## config.mk

```make
export PLATFORM = sky130hd
export DESIGN_NAME = sprite_frame_drawer
export DESIGN_NICKNAME = d
export VERILOG_FILES = /design/src/rtl/circus_gfx_pkg.sv /design/src/rtl/sprite_bitmap_rom.sv /design/src/rtl/sprite_frame_drawer.sv
export SDC_FILE = /design/constraint.sdc
export NUM_CORES = 1
export LEC_CHECK = 0
export ABC_AREA = 0
export CAP_MARGIN = 20
export CORE_ASPECT_RATIO = 0.7
export CORE_MARGIN = 2
export CORE_UTILIZATION = 46
export CTS_BUF_LIST = sky130_fd_sc_hd__clkbuf_8
export CTS_CLUSTER_SIZE = 10
export DETAILED_ROUTE_END_ITERATION = 8
export PLACE_DENSITY = 0.81
export SLEW_MARGIN = 40
export SYNTH_ARGS = -nofsm -noshare
export SYNTH_HDL_FRONTEND = slang
export SYNTH_SLANG_ARGS = --single-unit
```

## constraint.sdc

```tcl
create_clock -name clk -period 2.3 [get_ports clk]
set_clock_uncertainty 0.15 [all_clocks]
set_input_delay 0.575 -clock clk [delete_from_list [all_inputs] [get_ports clk]]
set_output_delay 0.575 -clock clk [all_outputs]
set_load 0.03 [all_outputs]
```

## src/rtl/circus_gfx_pkg.sv

```systemverilog
// Shared graphics types for the circus display pipeline, plus the sprite texel pattern
// that the bitmap ROM is filled from.
package circus_gfx_pkg;

  typedef logic [7:0]  rgb_t;
  typedef logic [10:0] coord_t;

  localparam rgb_t TRANSPARENT_COLOR = 8'hFF;

  typedef enum logic [1:0] {
    IDLE = 2'd0,
    SHOW = 2'd1,
    HIDE = 2'd2
  } blink_state_t;

  // Texel art: every column with x%8==5 is see-through, the rest encode frame/y/x in the colour.
  function automatic rgb_t texel_pattern(input logic [7:0] f, input logic [7:0] y,
                                         input logic [7:0] x);
    rgb_t t;
    if (x[2:0] == 3'd5) begin
      t = TRANSPARENT_COLOR;
    end else begin
      t = 8'hE0 ^ {f[1:0], y[2:0], x[2:0]};
    end
    return t;
  endfunction

endpackage

```

## src/rtl/sprite_bitmap_rom.sv

```systemverilog
// Sprite bitmap lookup table addressed by {frame, y, x}; the data output is registered.
module sprite_bitmap_rom
  import circus_gfx_pkg::*;
#(
  parameter int FW = 2,
  parameter int YW = 5,
  parameter int XW = 5
) (
  input  logic          clk,
  input  logic [FW-1:0] frame,
  input  logic [YW-1:0] y,
  input  logic [XW-1:0] x,
  output rgb_t          data
);

  // Registered texel read.
  always_ff @(posedge clk) begin
    data <= texel_pattern(8'(frame), 8'(y), 8'(x));
  end

endmodule

```

## src/rtl/sprite_frame_drawer.sv

```systemverilog
// Animated, flashable sprite feeding one request/RGB pair of the priority objects mux.
// Optional build macro SPRITE_MIRROR_EN enables horizontal mirroring through flipH.
module sprite_frame_drawer
  import circus_gfx_pkg::*;
#(
  parameter int OBJ_WIDTH    = 32,
  parameter int OBJ_HEIGHT   = 32,
  parameter int FRAMES       = 4,
  parameter int FRAME_HOLD   = 8,
  parameter int FLASH_FRAMES = 32,
  parameter int BLINK_PERIOD = 4
) (
  input  logic   clk,
  input  logic   resetN,
  input  coord_t pixelX,
  input  coord_t pixelY,
  input  coord_t topLeftX,
  input  coord_t topLeftY,
  input  logic   startOfFrame,
  input  logic   animEnable,
  input  logic   hitPulse,
  input  logic   flipH,
  output logic   drawingRequest,
  output rgb_t   RGBout,
  output logic   flashing
);

  localparam int XW  = $clog2(OBJ_WIDTH);
  localparam int YW  = $clog2(OBJ_HEIGHT);
  localparam int FW  = $clog2(FRAMES);
  localparam int HW  = (FRAME_HOLD > 1) ? $clog2(FRAME_HOLD) : 1;
  localparam int FCW = (FLASH_FRAMES > 1) ? $clog2(FLASH_FRAMES) : 1;
  localparam int PCW = (BLINK_PERIOD > 1) ? $clog2(BLINK_PERIOD) : 1;

  localparam logic [HW-1:0]  HOLD_LAST  = HW'(FRAME_HOLD - 1);
  localparam logic [FW-1:0]  FRAME_LAST = FW'(FRAMES - 1);
  localparam logic [FCW-1:0] FLASH_LAST = FCW'(FLASH_FRAMES - 1);
  localparam logic [PCW-1:0] PHASE_LAST = PCW'(BLINK_PERIOD - 1);

  logic          inside_s, inside_r, inside_d_r, hide_d_r;
  logic [11:0]   end_x_s, end_y_s;
  logic [XW-1:0] off_x_s, off_x_r, rom_x_s;
  logic [YW-1:0] off_y_s, off_y_r;
  logic [FW-1:0] frame_idx_r;
  logic [HW-1:0] hold_cnt_r;
  rgb_t          rom_data_s;

  blink_state_t   state_r, state_n;
  logic [FCW-1:0] flash_cnt_r, flash_cnt_n;
  logic [PCW-1:0] phase_cnt_r, phase_cnt_n;

  // S1 box test; the far edge is formed at 12 bits so a sprite near 2047 clips instead of wrapping.
  always_comb begin
    end_x_s  = {1'b0, topLeftX} + 12'(OBJ_WIDTH);
    end_y_s  = {1'b0, topLeftY} + 12'(OBJ_HEIGHT);
    inside_s = ({1'b0, pixelX} >= {1'b0, topLeftX}) && ({1'b0, pixelX} < end_x_s) &&
               ({1'b0, pixelY} >= {1'b0, topLeftY}) && ({1'b0, pixelY} < end_y_s);
    off_x_s  = XW'(pixelX - topLeftX);
    off_y_s  = YW'(pixelY - topLeftY);
  end

  // S1 pipeline register.
  always_ff @(posedge clk) begin
    if (!resetN) begin
      inside_r <= 1'b0;
      off_x_r  <= '0;
      off_y_r  <= '0;
    end else begin
      inside_r <= inside_s;
      off_x_r  <= off_x_s;
      off_y_r  <= off_y_s;
    end
  end

`ifdef SPRITE_MIRROR_EN
  logic flip_r;

  // Mirror select travels with its pixel through S1.
  always_ff @(posedge clk) begin
    if (!resetN) begin
      flip_r <= 1'b0;
    end else begin
      flip_r <= flipH;
    end
  end

  assign rom_x_s = flip_r ? (XW'(OBJ_WIDTH - 1) - off_x_r) : off_x_r;
`else
  logic unused_flip_s;
  assign unused_flip_s = flipH;
  assign rom_x_s       = off_x_r;
`endif

  sprite_bitmap_rom #(.FW(FW), .YW(YW), .XW(XW)) u_rom (
    .clk   (clk),
    .frame (frame_idx_r),
    .y     (off_y_r),
    .x     (rom_x_s),
    .data  (rom_data_s)
  );

  // S2 side-band: box flag and blink visibility aligned with the ROM read.
  always_ff @(posedge clk) begin
    if (!resetN) begin
      inside_d_r <= 1'b0;
      hide_d_r   <= 1'b0;
    end else begin
      inside_d_r <= inside_r;
      hide_d_r   <= (state_r == HIDE);
    end
  end

  // S2 output gating.
  always_comb begin
    drawingRequest = inside_d_r && (rom_data_s != TRANSPARENT_COLOR) && !hide_d_r;
    if (drawingRequest) begin
      RGBout = rom_data_s;
    end else begin
      RGBout = 8'h00;
    end
  end

  // Animation: hold each frame for FRAME_HOLD enabled frame pulses.
  always_ff @(posedge clk) begin
    if (!resetN) begin
      hold_cnt_r  <= '0;
      frame_idx_r <= '0;
    end else if (startOfFrame && animEnable) begin
      if (hold_cnt_r == HOLD_LAST) begin
        hold_cnt_r  <= '0;
        frame_idx_r <= (frame_idx_r == FRAME_LAST) ? '0 : frame_idx_r + FW'(1);
      end else begin
        hold_cnt_r <= hold_cnt_r + HW'(1);
      end
    end
  end

  // Blink FSM state register.
  always_ff @(posedge clk) begin
    if (!resetN) begin
      state_r     <= IDLE;
      flash_cnt_r <= '0;
      phase_cnt_r <= '0;
    end else begin
      state_r     <= state_n;
      flash_cnt_r <= flash_cnt_n;
      phase_cnt_r <= phase_cnt_n;
    end
  end

  // Blink FSM next state; a hit always restarts in HIDE, even on a frame pulse.
  always_comb begin
    state_n     = state_r;
    flash_cnt_n = flash_cnt_r;
    phase_cnt_n = phase_cnt_r;
    if (hitPulse) begin
      state_n     = HIDE;
      flash_cnt_n = '0;
      phase_cnt_n = '0;
    end else if (startOfFrame) begin
      case (state_r)
        SHOW, HIDE: begin
          if (flash_cnt_r == FLASH_LAST) begin
            state_n     = IDLE;
            flash_cnt_n = '0;
            phase_cnt_n = '0;
          end else begin
            flash_cnt_n = flash_cnt_r + FCW'(1);
            if (phase_cnt_r == PHASE_LAST) begin
              phase_cnt_n = '0;
              state_n     = (state_r == SHOW) ? HIDE : SHOW;
            end else begin
              phase_cnt_n = phase_cnt_r + PCW'(1);
            end
          end
        end
        default: begin
          state_n     = IDLE;
          flash_cnt_n = '0;
          phase_cnt_n = '0;
        end
      endcase
    end else begin
      state_n = state_r;
    end
  end

  assign flashing = (state_r != IDLE);

endmodule

```

**Yosys cells after proc, flatten, opt, wreduce, memory -nomap -nowiden**

Cells that the tools add are included.

- Memories: 0
- Register bits: 31
- Memory bits (read-only): 0
- Word-level logic and storage cells: 64
- Output and inout bits: 10
- Bits in writable memories: 0
- Latch bits: 0
- Bits of input ports: 50

- Muxes and demuxes: 14
- $add $sub $neg: 8
- Reduce and logical (&&, ||, !) cells: 14
- Shift operators: 0
- Bitwise logic cells: 2
- $mul: 0
- $lt $le $gt $ge: 4
- Equality and inequality tests: 10
- Div/mod/pow operators: 0

Operators by type and width:

| operator | count |
|---|---|
| adder 11 x 6 -> 12 bit, second input constant | 2 |
| less-than comparator 11 x 12 -> 1 bit | 2 |
| greater-or-equal comparator 11 bit | 2 |
| 2-to-1 mux 2 bit | 10 |
| 2-to-1 mux 5 bit | 2 |
| 2-to-1 mux 8 bit | 1 |
| != test 8 bit, second input constant | 1 |
| equality test 2 bit, second input constant | 3 |
| equality test 3 bit, second input constant | 2 |
| logical AND 1 bit | 6 |
| AND reduction 2 bit | 3 |
| subtractor 3 bit | 2 |
| adder 5 x 1 -> 5 bit, second input constant | 1 |
| equality test 5 bit, second input constant | 1 |
| adder 2 x 1 -> 2 bit, second input constant | 2 |
| != test 4 bit, second input constant | 1 |
| nonzero test 2 bit | 2 |
| OR reduction 2 bit | 2 |
| adder 3 x 1 -> 3 bit, second input constant | 1 |
| 2-to-1 mux 3 bit | 1 |
| != test 3 bit, second input constant | 1 |
| inverter 3 bit | 1 |
| equality test 2 x 1 -> 1 bit, second input constant | 1 |
| logical NOT 1 bit | 1 |
| inverter 1 bit | 1 |

**Longest topological paths before layout**

Gate-level depths: netlist of run 1.

- Word-level depth: 7
- Mapped depth: 9
- Gate-level depth less buffers: 9

**Hierarchy**

Synthesis of run 1 repeated with hierarchy kept, for this count alone.

- Cell total of the unflattened synthesis: 281
- Area, all modules: 2462.4 um^2

By module, submodules not included:

| module | seq. area each (um^2) | instances | cells an instance | area each (um^2) |
|---|---|---|---|---|
| sprite_frame_drawer | 540.5 | 1 | 264 | 2242.2 |
| sprite_bitmap_rom | 160.2 | 1 | 17 | 220.2 |

**Worst setup path before layout of run 1**

No wires, ideal clock.

- Path type: register to output
- Start: reg u_rom.data[7]
- End: out RGBout[0]
- Cell stages (with the launch flop): 5
- Path buffers: 0
- Setup slack: -256 ps
- Required time: 1575 ps
- Data arrival time: 1831 ps
- Cells stage by stage: dfxtp_1 nand4_1 nor2_1 nor3b_1 and2_1

- Longest elaborated chain between the ends: 4

Ends and longest elaborated chain:

| element | RTL line | source |
|---|---|---|
| start: declaration | sprite_bitmap_rom.sv:13 | `output rgb_t data` |
| start signal: assignment | sprite_bitmap_rom.sv:18 | `data <= texel_pattern(8'(frame), 8'(y), 8'(x));` |
| != test 8 bit | sprite_frame_drawer.sv:115 | `drawingRequest = inside_d_r && (rom_data_s != TRANSPARENT_COLOR) && !hide_d_r;` |
| logical AND 1 bit (2 in series) | sprite_frame_drawer.sv:115 |  |
| via drawingRequest | sprite_frame_drawer.sv:23 | `output logic drawingRequest,` |
| 2-to-1 mux 8 bit | sprite_frame_drawer.sv:116 | `if (drawingRequest) begin` |
| end: declaration | sprite_frame_drawer.sv:24 | `output rgb_t RGBout,` |

The timed path passes the listed nets, and every way through them passes these cells.

**Final worst setup path of run 1**

- Start: in pixelY[0]
- End: reg inside_r

- Longest elaborated chain between the ends: 3
- Elaborated cells on any way between the ends: 4
- Those cells by class: 2 x order compare; 2 x reduce/logical

Ends and longest elaborated chain:

| element | RTL line | source |
|---|---|---|
| start: declaration | sprite_frame_drawer.sv:16 | `input coord_t pixelY,` |
| greater-or-equal comparator 11 bit | sprite_frame_drawer.sv:57 | `({1'b0, pixelY} >= {1'b0, topLeftY}) && ({1'b0, pixelY} < end_y_s);` |
| logical AND 1 bit | sprite_frame_drawer.sv:56 | `inside_s = ({1'b0, pixelX} >= {1'b0, topLeftX}) && ({1'b0, pixelX} < end_x_s) &&` |
| logical AND 1 bit * | sprite_frame_drawer.sv:57 |  |
| end signal: assignment | sprite_frame_drawer.sv:69 | `inside_r <= inside_s;` |
| end: declaration | sprite_frame_drawer.sv:40 | `logic inside_s, inside_r, inside_d_r, hide_d_r;` |

Every way passes the cells marked *; elsewhere a longest branch is shown, timed or not.
A chain may end at the register's enable or synchronous reset.

==> run metrics, run 1 <==
Die Footprint=5600 um2; largest net degree at the start of global routing=11; initial drt markers=104; GRT Resource Usage Total=0.218; worst r2r path cells=7; via count=approximately 2200; Pleak=0.00175 uW; register area share after synthesis=0.269; vias per cell=5.08; Netlist cell types=42; Max Root-Sink Buffers=2; Synth Area in Compound Gates=0.139; crit-path max FO=2; register bit count reported by yosys=31; Clock Sinks=31; Skew-Pair Late Insertion Delay=between 0.2 and 0.3 ns; clock transition at the registers of the reported paths=~0.06 ns; Max IR drop VDD=around 230 uV; Fin. Hold Viols=0; CP arrival=2.27 ns; final-report setup violation count=0; die height=approximately 63 um; crit path from=pixelY[0]; core area=4810 um2; TritonCTS clock tree=yes; synthesized area per cell=8.53 um2; Ports=60; post-DP HPWL=4.63 mm; Tightest Pin Transition=0.372 ns; Routed Antenna Nets=0; I/O Buffers=58; post-route setup slack=about 0.051 ns; Initial Util=0.479; Storage cell area=621 um2; R2R Path Start=flash_cnt_r[0]$_SDFFE_PP0P_; Area Overhead vs Synth=52.4%; Final period util=0.978; first-pass GRT wire length=9.54 mm; row count=21; commonest non-fill, non-tap cell in the layout=buf_4; multiplexer share of the synthesized area=0.00435; crit start category=input port; status=complete, no violations; fill count=about 330; crit end category=register; critical path type=input port to register; Syn Std Cell Area=roughly 2300 um2; r2r setup slk=0.42 ns; CTS H-tree depth=2; max_cap viols=0; area of the multi-input gates=1730 um2; CP Capture Point=inside_r$_SDFF_PN0_; Hold WC Path Type=register to register; Synth Area in Simple Gates=0.233; fin. max-slew vios=0; hold-fix buffers at CTS=0; most frequent cells in the layout=buf_4, ha_1, dfxtp_1, clkdlybuf4s50_1, inv_1; cts bufs inserted=5; Power Dens Cells=between 400 and 500 nW/um2; total congestion overflow=0; largest family of logic cells by synthesized area=adder cells; n_diodes=0; post-synth net total=367; Total Wirelength=5.84 mm; Die W=88.6 um; Rel. slew slack=0.751; Achievable Freq=445 MHz; Period minus WS final=2.25 ns; Util after Layout=0.730; Post-Synth Adder-Cell Area=0.262; iteration count of the initial detailed-routing pass=4; initial antenna violation count=0; GPL Wtd Cong=0.853; routed len/inst=13.4 um; Reg-to-Reg End=state_r[1]$_SDFFE_PN0P_; post-place setup slack=-0.588 ns; Mapped Cells=270; vias in the first global route=2128; drt drc=0; root buffer selected by CTS=clkbuf_8; total number of yosys warnings=0; Final nets=about 460; layout cell share with drive strength beyond 1=0.253; Post-Synth XOR/XNOR Area=0.0342; Worst Path Required=2.32 ns
-- Yosys cell counts (all sizes together) --
cell type / n / area (um2)
and2: 12 / 75.1
nor3: 8 / 40.0
o2111ai: 2 / 17.5
nand2: 13 / 48.8
and3b: 1 / 8.76
nand3: 13 / 70.1
nand3b: 1 / 7.51
nor2b: 12 / 75.1
a211oi: 2 / 15.0
xnor2: 8 / 70.1
or3: 1 / 11.3
fa: 2 / 40.0
a21o: 4 / 30.0
a2111o: 1 / 11.3
and3: 4 / 25.0
nor3b: 4 / 30.0
clkbuf: 5 / 18.8
a41oi: 1 / 8.76
o21ai: 10 / 50.0
a22oi: 2 / 15.0
nor4: 1 / 12.5
a21oi: 22 / 110
a21boi: 1 / 7.51
or4: 1 / 11.3
a211o: 1 / 8.76
nand4: 4 / 25.0
a31oi: 1 / 6.26
nor2: 10 / 37.5
mux2i: 1 / 10.0
dfxtp: 31 / 621
o22ai: 1 / 6.26
nand4b: 1 / 8.76
clkinv: 2 / 7.51
ha: 45 / 563
o211ai: 2 / 15.0
a2111oi: 2 / 17.5
xor2: 1 / 8.76
inv: 29 / 109
nand2b: 8 / 50.1
-- kinds of logic (layout without fill, tap and decap cells) --
group | count (synthesis) | after routing
adder cells (fa/ha/maj) | 47 | 47
buffers and inverters | 36 | 133
multiplexers | 1 | 1
flip-flops | 31 | 31
AND/OR/NAND/NOR | 94 | 94
XOR/XNOR | 9 | 9
AO/OA/AOI/OAI | 52 | 52
-- critical path: stages --
cell and delay, ns:
clkdlybuf4s50_1 0.45, inv_1 0.04, ha_2 0.20, fa_2 0.34
nand2b_4 0.15, a21oi_2 0.16, o2111ai_1 0.13, a21oi_1 0.17
nor4_2 0.05
-- repair_timing --
item	in CTS	in global routing
pin swaps	7	17
endpoints found under the setup margin	3	1
buffers inserted	1	1
gates resized for setup	26	43
-- area by class of cell --
class                           instances  share of cell area
Clock buffer                            6              0.0235
Clock inverter                          2             0.00998
Inverter                               31              0.0339
Multi-Input combinational cell        203               0.492
Sequential cell                        31               0.177
Tap cell                               69              0.0246
Timing Repair Buffer                   94               0.240
-- flip-flops by register name, indices dropped and copies added (netlist names) --
register and cells:
u_rom.data 8, flash_cnt_r 5, hold_cnt_r 3, off_x_r 3
off_y_r 3, frame_idx_r 2, phase_cnt_r 2, state_r 2
hide_d_r 1, inside_d_r 1, inside_r 1
-- how the worst min path moves through the flow --
stage,start,to,slack [ns],depth (start not counted)
final,off_x_r[0]$_SDFF_PN0_,u_rom.data[0]$_SDFF_PN1_,0.22,0
after global routing,off_x_r[0]$_SDFF_PN0_,u_rom.data[0]$_SDFF_PN1_,0.22,0
after detailed placement,off_y_r[2]$_SDFF_PN0_,u_rom.data[5]$_SDFF_PN1_,0.20,1
after floorplan,off_y_r[2]$_SDFF_PN0_,u_rom.data[5]$_SDFF_PN1_,0.19,1
after CTS,off_y_r[2]$_SDFF_PN0_,u_rom.data[5]$_SDFF_PN1_,0.22,1
after global placement,off_y_r[2]$_SDFF_PN0_,u_rom.data[5]$_SDFF_PN1_,0.20,1
-- power breakdown --
part | internal, uW | leakage [uW] | switching [uW]
Sequential | 565 | 0.000254 | 15.2
Combinational | 250 | 0.00143 | 204
Clock | 350 | 0.0000612 | 198
Total | 1160 | 0.00175 | 417
-- per-stage QoR --
| stage | setup TNS (ns) | instance area [um2] | cells | hold slack [ns] | total power, uW |
|---|---|---|---|---|---|
| floorplan | 0 | 2320 | 270 | 0.193 | 793 |
| global placement | -0.574 | 3200 | 426 | 0.198 | 986 |
| detailed placement | -0.633 | 3200 | 426 | 0.203 | 1000 |
| CTS | -0.0726 | 3380 | 435 | 0.217 | 1560 |
| global route | -0.00279 | 3510 | 436 | 0.225 | 1670 |
| finish | 0 | 3510 | 436 | 0.217 | 1580 |
-- routing by layer --
layer  part of all wire  vias up  GRT usage
li1                   -     1137          -
met1               0.49     1001      0.311
met2               0.45       71      0.324
met3              0.051        8     0.0419
met4              0.015        0     0.0795
met5                  0        -          0
Note: power is estimated with default switching activity, not from simulation.
==> run 2: changes to the inputs <==
--- a/constraint.sdc
+++ b/constraint.sdc
@@ -4,2 +4,2 @@
 set_output_delay 0.575 -clock clk [all_outputs]
-set_load 0.03 [all_outputs]
+set_load 0.1 [all_outputs]
==> run 2 against run 1 <==
Critical path depth fell by 1. Clock power fell by 1%. Cell count fell by 0.69%. Worst hold slack improved by 0.012 ns. Wire length rose by 2.1%. Total power rose by 1.0%. Global-route usage fell by 0.53 points. Register-to-register slack barely moved. Die area did not move. Non-clock buffer count fell by 4. Utilization rose by 2.1 points. Critical endpoint unchanged.
==> run metrics, run 2 (same netlist as run 1, synthesis figures left out) <==
root buffer selected by CTS=clkbuf_8 (unchanged); Fin. Hold Viols=0 (unchanged); CP arrival=2.28 ns (was 2.27 ns); Max stage delay cell, worst path=a2111o_1 (was clkdlybuf4s50_1); Setup TNS Final=0 ns (unchanged); worst path buffer plus inverter count=2 (unchanged); cts bufs inserted=5 (unchanged); largest net degree at the start of global routing=13 (was 11); Pleak=0.00170 uW (was 0.00175 uW); Area Overhead vs Synth=56.7% (was 52.4%); DP Area=3320 um2 (was 3200 um2); initial antenna violation count=0 (unchanged); RSZ-0062 raised after global routing=true; Ports=60 (unchanged); layout cell share with drive strength beyond 1=0.280 (was 0.253); Largest regs=u_rom.data: 8 flops, flash_cnt_r: 5 flops (unchanged); final-report setup violation count=0 (unchanged); Rel. slew slack=0.713 (was 0.751); Final period util=0.974 (was 0.978); fin cells=433 (was 436); Period minus WS final=2.24 ns (was 2.25 ns); Final nets=460 (was 463); fin. max-slew vios=0 (unchanged); routed len/inst=13.8 um (was 13.4 um); Tightest Pin Transition=0.420 ns (was 0.372 ns); critical path type=input port to register (unchanged); Largest stage delay, worst path=0.41 ns (was 0.45 ns); Routed Antenna Nets=0 (unchanged); crit start category=input port (unchanged); commonest non-fill, non-tap cell in the layout=ha_1 (was buf_4); Power Dens Cells=443 nW/um2 (was 451 nW/um2); core area=4810 um2 (unchanged); post-DP HPWL=4.43 mm (was 4.63 mm); clock transition at the registers of the reported paths=0.07 ns (was 0.06 ns); Die Footprint=5600 um2 (unchanged); GRT Resource Usage Total=0.213 (was 0.218); Max Root-Sink Buffers=2 (unchanged); n_diodes=0 (unchanged); GPL Wtd Cong=0.835 (was 0.853); Initial Util=0.479 (unchanged); crit end category=register (unchanged); Skew-Pair Late Insertion Delay=0.28 ns (was 0.29 ns); Total Wirelength=5.96 mm (was 5.84 mm); die height=63.2 um (unchanged); Most flops, register=u_rom.data (unchanged); vias in the first global route=2169 (was 2128); Clock Sinks=31 (unchanged); Final Instance Area=3610 um2 (was 3510 um2); Top delay family on crit path=compound AO/OA/AOI/OAI gates (was adder cells); WHS=0.230 ns (was 0.217 ns); Cell Chain, Critical Path=clkdlybuf4s15_1 -> ha_1 -> inv_2 -> ha_4 -> a2111o_1 -> o2111ai_2 -> a21oi_2 -> nor4_4 (was clkdlybuf4s50_1 -> inv_1 -> ha_2 -> fa_2 -> nand2b_4 -> a21oi_2 -> o2111ai_1 -> a21oi_1 -> nor4_2); via count=2236 (was 2217); Achievable Freq=446 MHz (was 445 MHz); TritonCTS clock tree=yes (unchanged); Max IR drop VDD=248 uV (was 226 uV); Worst Path Required=2.34 ns (was 2.32 ns); initial drt markers=84 (was 104); CTS H-tree depth=2 (unchanged); vias per cell=5.16 (was 5.08); total congestion overflow=0 (unchanged); Largest register FFs=8 (unchanged); first-pass GRT wire length=9.47 mm (was 9.54 mm); most frequent cells in the layout=ha_1, buf_4, dfxtp_1, clkdlybuf4s50_1, inv_1 (was buf_4, ha_1, dfxtp_1, clkdlybuf4s50_1, inv_1); hold-fix buffers at CTS=0 (unchanged); crit-path max FO=2 (unchanged); status=complete, no violations (unchanged); drt drc=0 (unchanged); I/O Buffers=58 (unchanged); max_cap viols=0 (unchanged); row count=21 (unchanged); Hold WC Path Type=register to register (unchanged); Inst Count DP=422 (was 426); iteration count of the initial detailed-routing pass=4 (unchanged); Die W=88.6 um (unchanged)
==> run 2: changes by cell type in the layout (fill, tap and decap cells not counted), moves of 3 or more <==
cell and delta:
dlygate4sd2_1 +4, and2_4 +8, ha_4 -3, ha_1 +4
dlymetal6s2s_1 -9, buf_4 -11, and2_1 -8, buf_12 +10
==> run 2: cell type report <==
type / count / area, um2
Multi-Input combinational cell: 204 / 1760
Fill cell: 312 / 1200
Timing Repair Buffer: 90 / 901
Sequential cell: 31 / 621
Inverter: 31 / 119
Tap cell: 69 / 86.3
Clock buffer: 6 / 82.6
Clock inverter: 2 / 35.0
==> run 2: timing repair <==
action | 4_1_cts | 5_1_grt
gates resized for setup | 42 | 34
endpoints found under the hold margin | 0 | 0
cloned | 0 | 1
setup buffers | 0 | 2
endpoints found under the setup margin | 9 | 9
pin swaps | 13 | 19
==> run 2: per-stage QoR <==
step	utilization	setup WS [ns]	power, uW
after floorplan	-	-0.346	807
after global placement	0.691	-0.547	998
after detailed placement	0.691	-0.616	1010
after CTS	0.727	0.0104	1570
after global routing	0.750	-0.0236	1690
final	0.750	0.0588	1600
==> run 2: worst paths after layout <==
path                                             startpoint  cells past startpoint  slack, ns                       end
worst min-delay path                  off_x_r[0]$_SDFF_PN0_                      0       0.23  u_rom.data[0]$_SDFF_PN1_
worst max register to register  flash_cnt_r[0]$_SDFFE_PP0P_                      8       0.42   state_r[0]$_SDFFE_PP0P_
worst min register to register        off_x_r[0]$_SDFF_PN0_                      0       0.23  u_rom.data[0]$_SDFF_PN1_
worst max-delay path                            topLeftY[6]                      8       0.06       inside_r$_SDFF_PN0_
==> run 2: report_power, final <==
part           leakage (uW)  switching [uW]  internal (uW)  total, uW
Sequential         0.000254            16.9            565        582
Combinational       0.00138             227            248        474
Clock             0.0000612             192            350        542
Total               0.00170             435           1160       1600
==> run 2: metal layers <==
layer  wire length [um]  global-route usage  vias to the layer above  share of wire
li1                   -                   -                     1132              -
met1               2710               0.274                     1043           0.45
met2               3000               0.367                       52           0.50
met3                178              0.0301                        9          0.030
met4                 70              0.0606                        0          0.012
met5                  0                   0                        -              0
==> run 2: worst register-to-register path: cells and delay by family, from the launching register on <==
family	cells	cell delay, ns
simple gates	5	0.84
fa+ha+maj	2	0.43
flops	1	0.33
compound gates	1	0.07
==> run 3: changes to the inputs <==
REMOVE_ABC_BUFFERS = 1   (was not set)
TNS_END_PERCENT = 20   (was not set)
==> run 3 against run 2 <==
Clock power decreased by 17%. Cell area rose by 0.35%. First-iteration DRC count rose by 21%. Register-to-register slack worse by 0.05 ns. Combinational power up 3%. Flip-flop and latch count is the same. Wire length is 6.7% higher. Clock-buffer cell count up 1. Global-route usage up 0.57 points. Maximum frequency decreased by 2.0%. Highest routed layer unchanged.
==> run metrics, run 3 (same netlist as run 1, synthesis figures left out) <==
status=complete, no violations (unchanged); crit end category=register (unchanged); Pleak=0.00174 uW (was 0.00170 uW); Hold WC Path Type=register to register (unchanged); Area Overhead vs Synth=57.2% (was 56.7%); Ports=60 (unchanged); via count=2305 (was 2236); Largest register FFs=8 (unchanged); hold depth=1 (was 0); routed len/inst=14.5 um (was 13.8 um); Reg-to-Reg End=flash_cnt_r[2]$_SDFFE_PP0P_ (was state_r[0]$_SDFFE_PP0P_); GPL Wtd Cong=0.870 (was 0.835); Power Dens Cells=419 nW/um2 (was 443 nW/um2); die height=63.2 um (unchanged); post-route setup slack=0.0129 ns (was 0.0588 ns); cts bufs inserted=5 (unchanged); GRT Resource Usage Total=0.218 (was 0.213); R2R Path Start=flash_cnt_r[0]$_SDFFE_PP0P_ (unchanged); worst r2r path cells=8 (unchanged); Skew-Pair Late Insertion Delay=0.27 ns (was 0.28 ns); Die Footprint=5600 um2 (unchanged); max_cap viols=0 (unchanged); crit-path max FO=2 (unchanged); I/O Buffers=58 (unchanged); final-report setup violation count=0 (unchanged); Achievable Freq=437 MHz (was 446 MHz); Tightest Pin Transition=0.405 ns (was 0.420 ns); largest net degree at the start of global routing=14 (was 13); post-place setup slack=-0.801 ns (was -0.616 ns); Period minus WS final=2.29 ns (was 2.24 ns); total congestion overflow=0 (unchanged); Rel. slew slack=0.729 (was 0.713); fin cells=439 (was 433); initial antenna violation count=0 (unchanged); RSZ-0062 raised after global routing=true (unchanged); Largest regs=u_rom.data: 8 flops, flash_cnt_r: 5 flops (unchanged); fin. max-slew vios=0 (unchanged); post-DP HPWL=4.64 mm (was 4.43 mm); CP arrival=2.32 ns (was 2.28 ns); iteration count of the initial detailed-routing pass=4 (unchanged); CTS H-tree depth=2 (unchanged); Final period util=0.994 (was 0.974); Worst Path Required=2.34 ns (about the same); Hold EP=u_rom.data[5]$_SDFF_PN1_ (was u_rom.data[0]$_SDFF_PN1_); first-pass GRT wire length=9.62 mm (was 9.47 mm); Die W=88.6 um (unchanged); Most flops, register=u_rom.data (unchanged); layout cell share with drive strength beyond 1=0.263 (was 0.280); Fin. Hold Viols=0 (unchanged); r2r setup slk=0.37 ns (was 0.42 ns); vias in the first global route=2236 (was 2169); vias per cell=5.25 (was 5.16); hold path startpoint=off_y_r[2]$_SDFF_PN0_ (was off_x_r[0]$_SDFF_PN0_); most frequent cells in the layout=ha_1, buf_4, dfxtp_1, clkdlybuf4s50_1, inv_1 (unchanged); hold-fix buffers at CTS=0 (unchanged); TritonCTS clock tree=yes (unchanged); Initial Util=0.479 (unchanged); fill count=299 (was 312); Max IR drop VDD=221 uV (was 248 uV); drt drc=0 (unchanged); row count=21 (unchanged); core area=4810 um2 (unchanged); initial drt markers=102 (was 84); Max Root-Sink Buffers=2 (unchanged); Final nets=465 (was 460); clock transition at the registers of the reported paths=0.06 ns (was 0.07 ns); critical path type=input port to register (unchanged); Total Wirelength=6.36 mm (was 5.96 mm); crit start category=input port (unchanged); Inst Count DP=425 (was 422); Clock Sinks=31 (unchanged); Routed Antenna Nets=0 (unchanged); root buffer selected by CTS=clkbuf_8 (unchanged)
==> run 3: per-stage QoR <==
step	total power [uW]	hold slack, ns	instance area (um2)	TNS [ns]	util
after floorplan	798	0.193	2280	-19.78	-
after global placement	997	0.198	3300	-0.743	0.686
after detailed placement	1010	0.203	3300	-0.804	0.686
after CTS	1480	0.218	3490	0	0.727
after global routing	1590	0.230	3620	-0.0597	0.753
final	1520	0.217	3620	0	0.753
==> run 3: area by class of cell <==
| cell class | instances | area (um2) | share of cell area |
|---|---|---|---|
| antenna | 1 | 2.50 | 0.000691 |
| clock buffer | 7 | 96.3 | 0.0266 |
| clock inverter | 1 | 3.75 | 0.00104 |
| inverter | 31 | 118 | 0.0325 |
| multi-input combinational | 203 | 1720 | 0.474 |
| sequential | 31 | 621 | 0.171 |
| tap | 69 | 86.3 | 0.0238 |
| timing repair buffer | 96 | 976 | 0.270 |
==> run 3: layer usage <==
layer,wire length (um),up-vias,share of wire,track usage
met5,0,-,0,0
met4,170,0,0.027,0.0795
li1,-,1141,-,-
met2,3110,73,0.49,0.376
met1,2830,1074,0.44,0.275
met3,258,17,0.041,0.0315
==> run 3: report_power, final <==
| part | switching, uW | total, uW | internal, uW |
|---|---|---|---|
| Sequential | 13.9 | 579 | 565 |
| Combinational | 229 | 489 | 260 |
| Clock | 181 | 449 | 268 |
==> run 3: worst max-delay path, stage by stage <==
cell	delay, ns
buf_6	0.08
ha_4	0.14
nand3_4	0.09
xnor2_2	0.14
ha_1	0.31
a21oi_2	0.14
and3b_1	0.18
or4_4	0.41
nor4_2	0.25
==> run 3: repair_timing <==
action | CTS | global route
pin swaps | 21 | 13
gates resized for setup | 34 | 40
endpoints found under the setup margin | 1 | 2
buffers inserted | 2 | 3
==> run 3: worst max path at each step <==
stage          slack, ns  cells after the start                      from                  end
2_1_floorplan      -2.29                      4  u_rom.data[7]$_SDFF_PN1_            RGBout[0]
3_3_place_gp       -0.74                      9               topLeftX[5]  inside_r$_SDFF_PN0_
3_5_place_dp       -0.80                      9               topLeftX[6]  inside_r$_SDFF_PN0_
4_1_cts            0.004                      8               topLeftY[6]  inside_r$_SDFF_PN0_
5_1_grt            -0.06                      8               topLeftX[1]  inside_r$_SDFF_PN0_
6_report            0.01                      9               topLeftX[5]  inside_r$_SDFF_PN0_
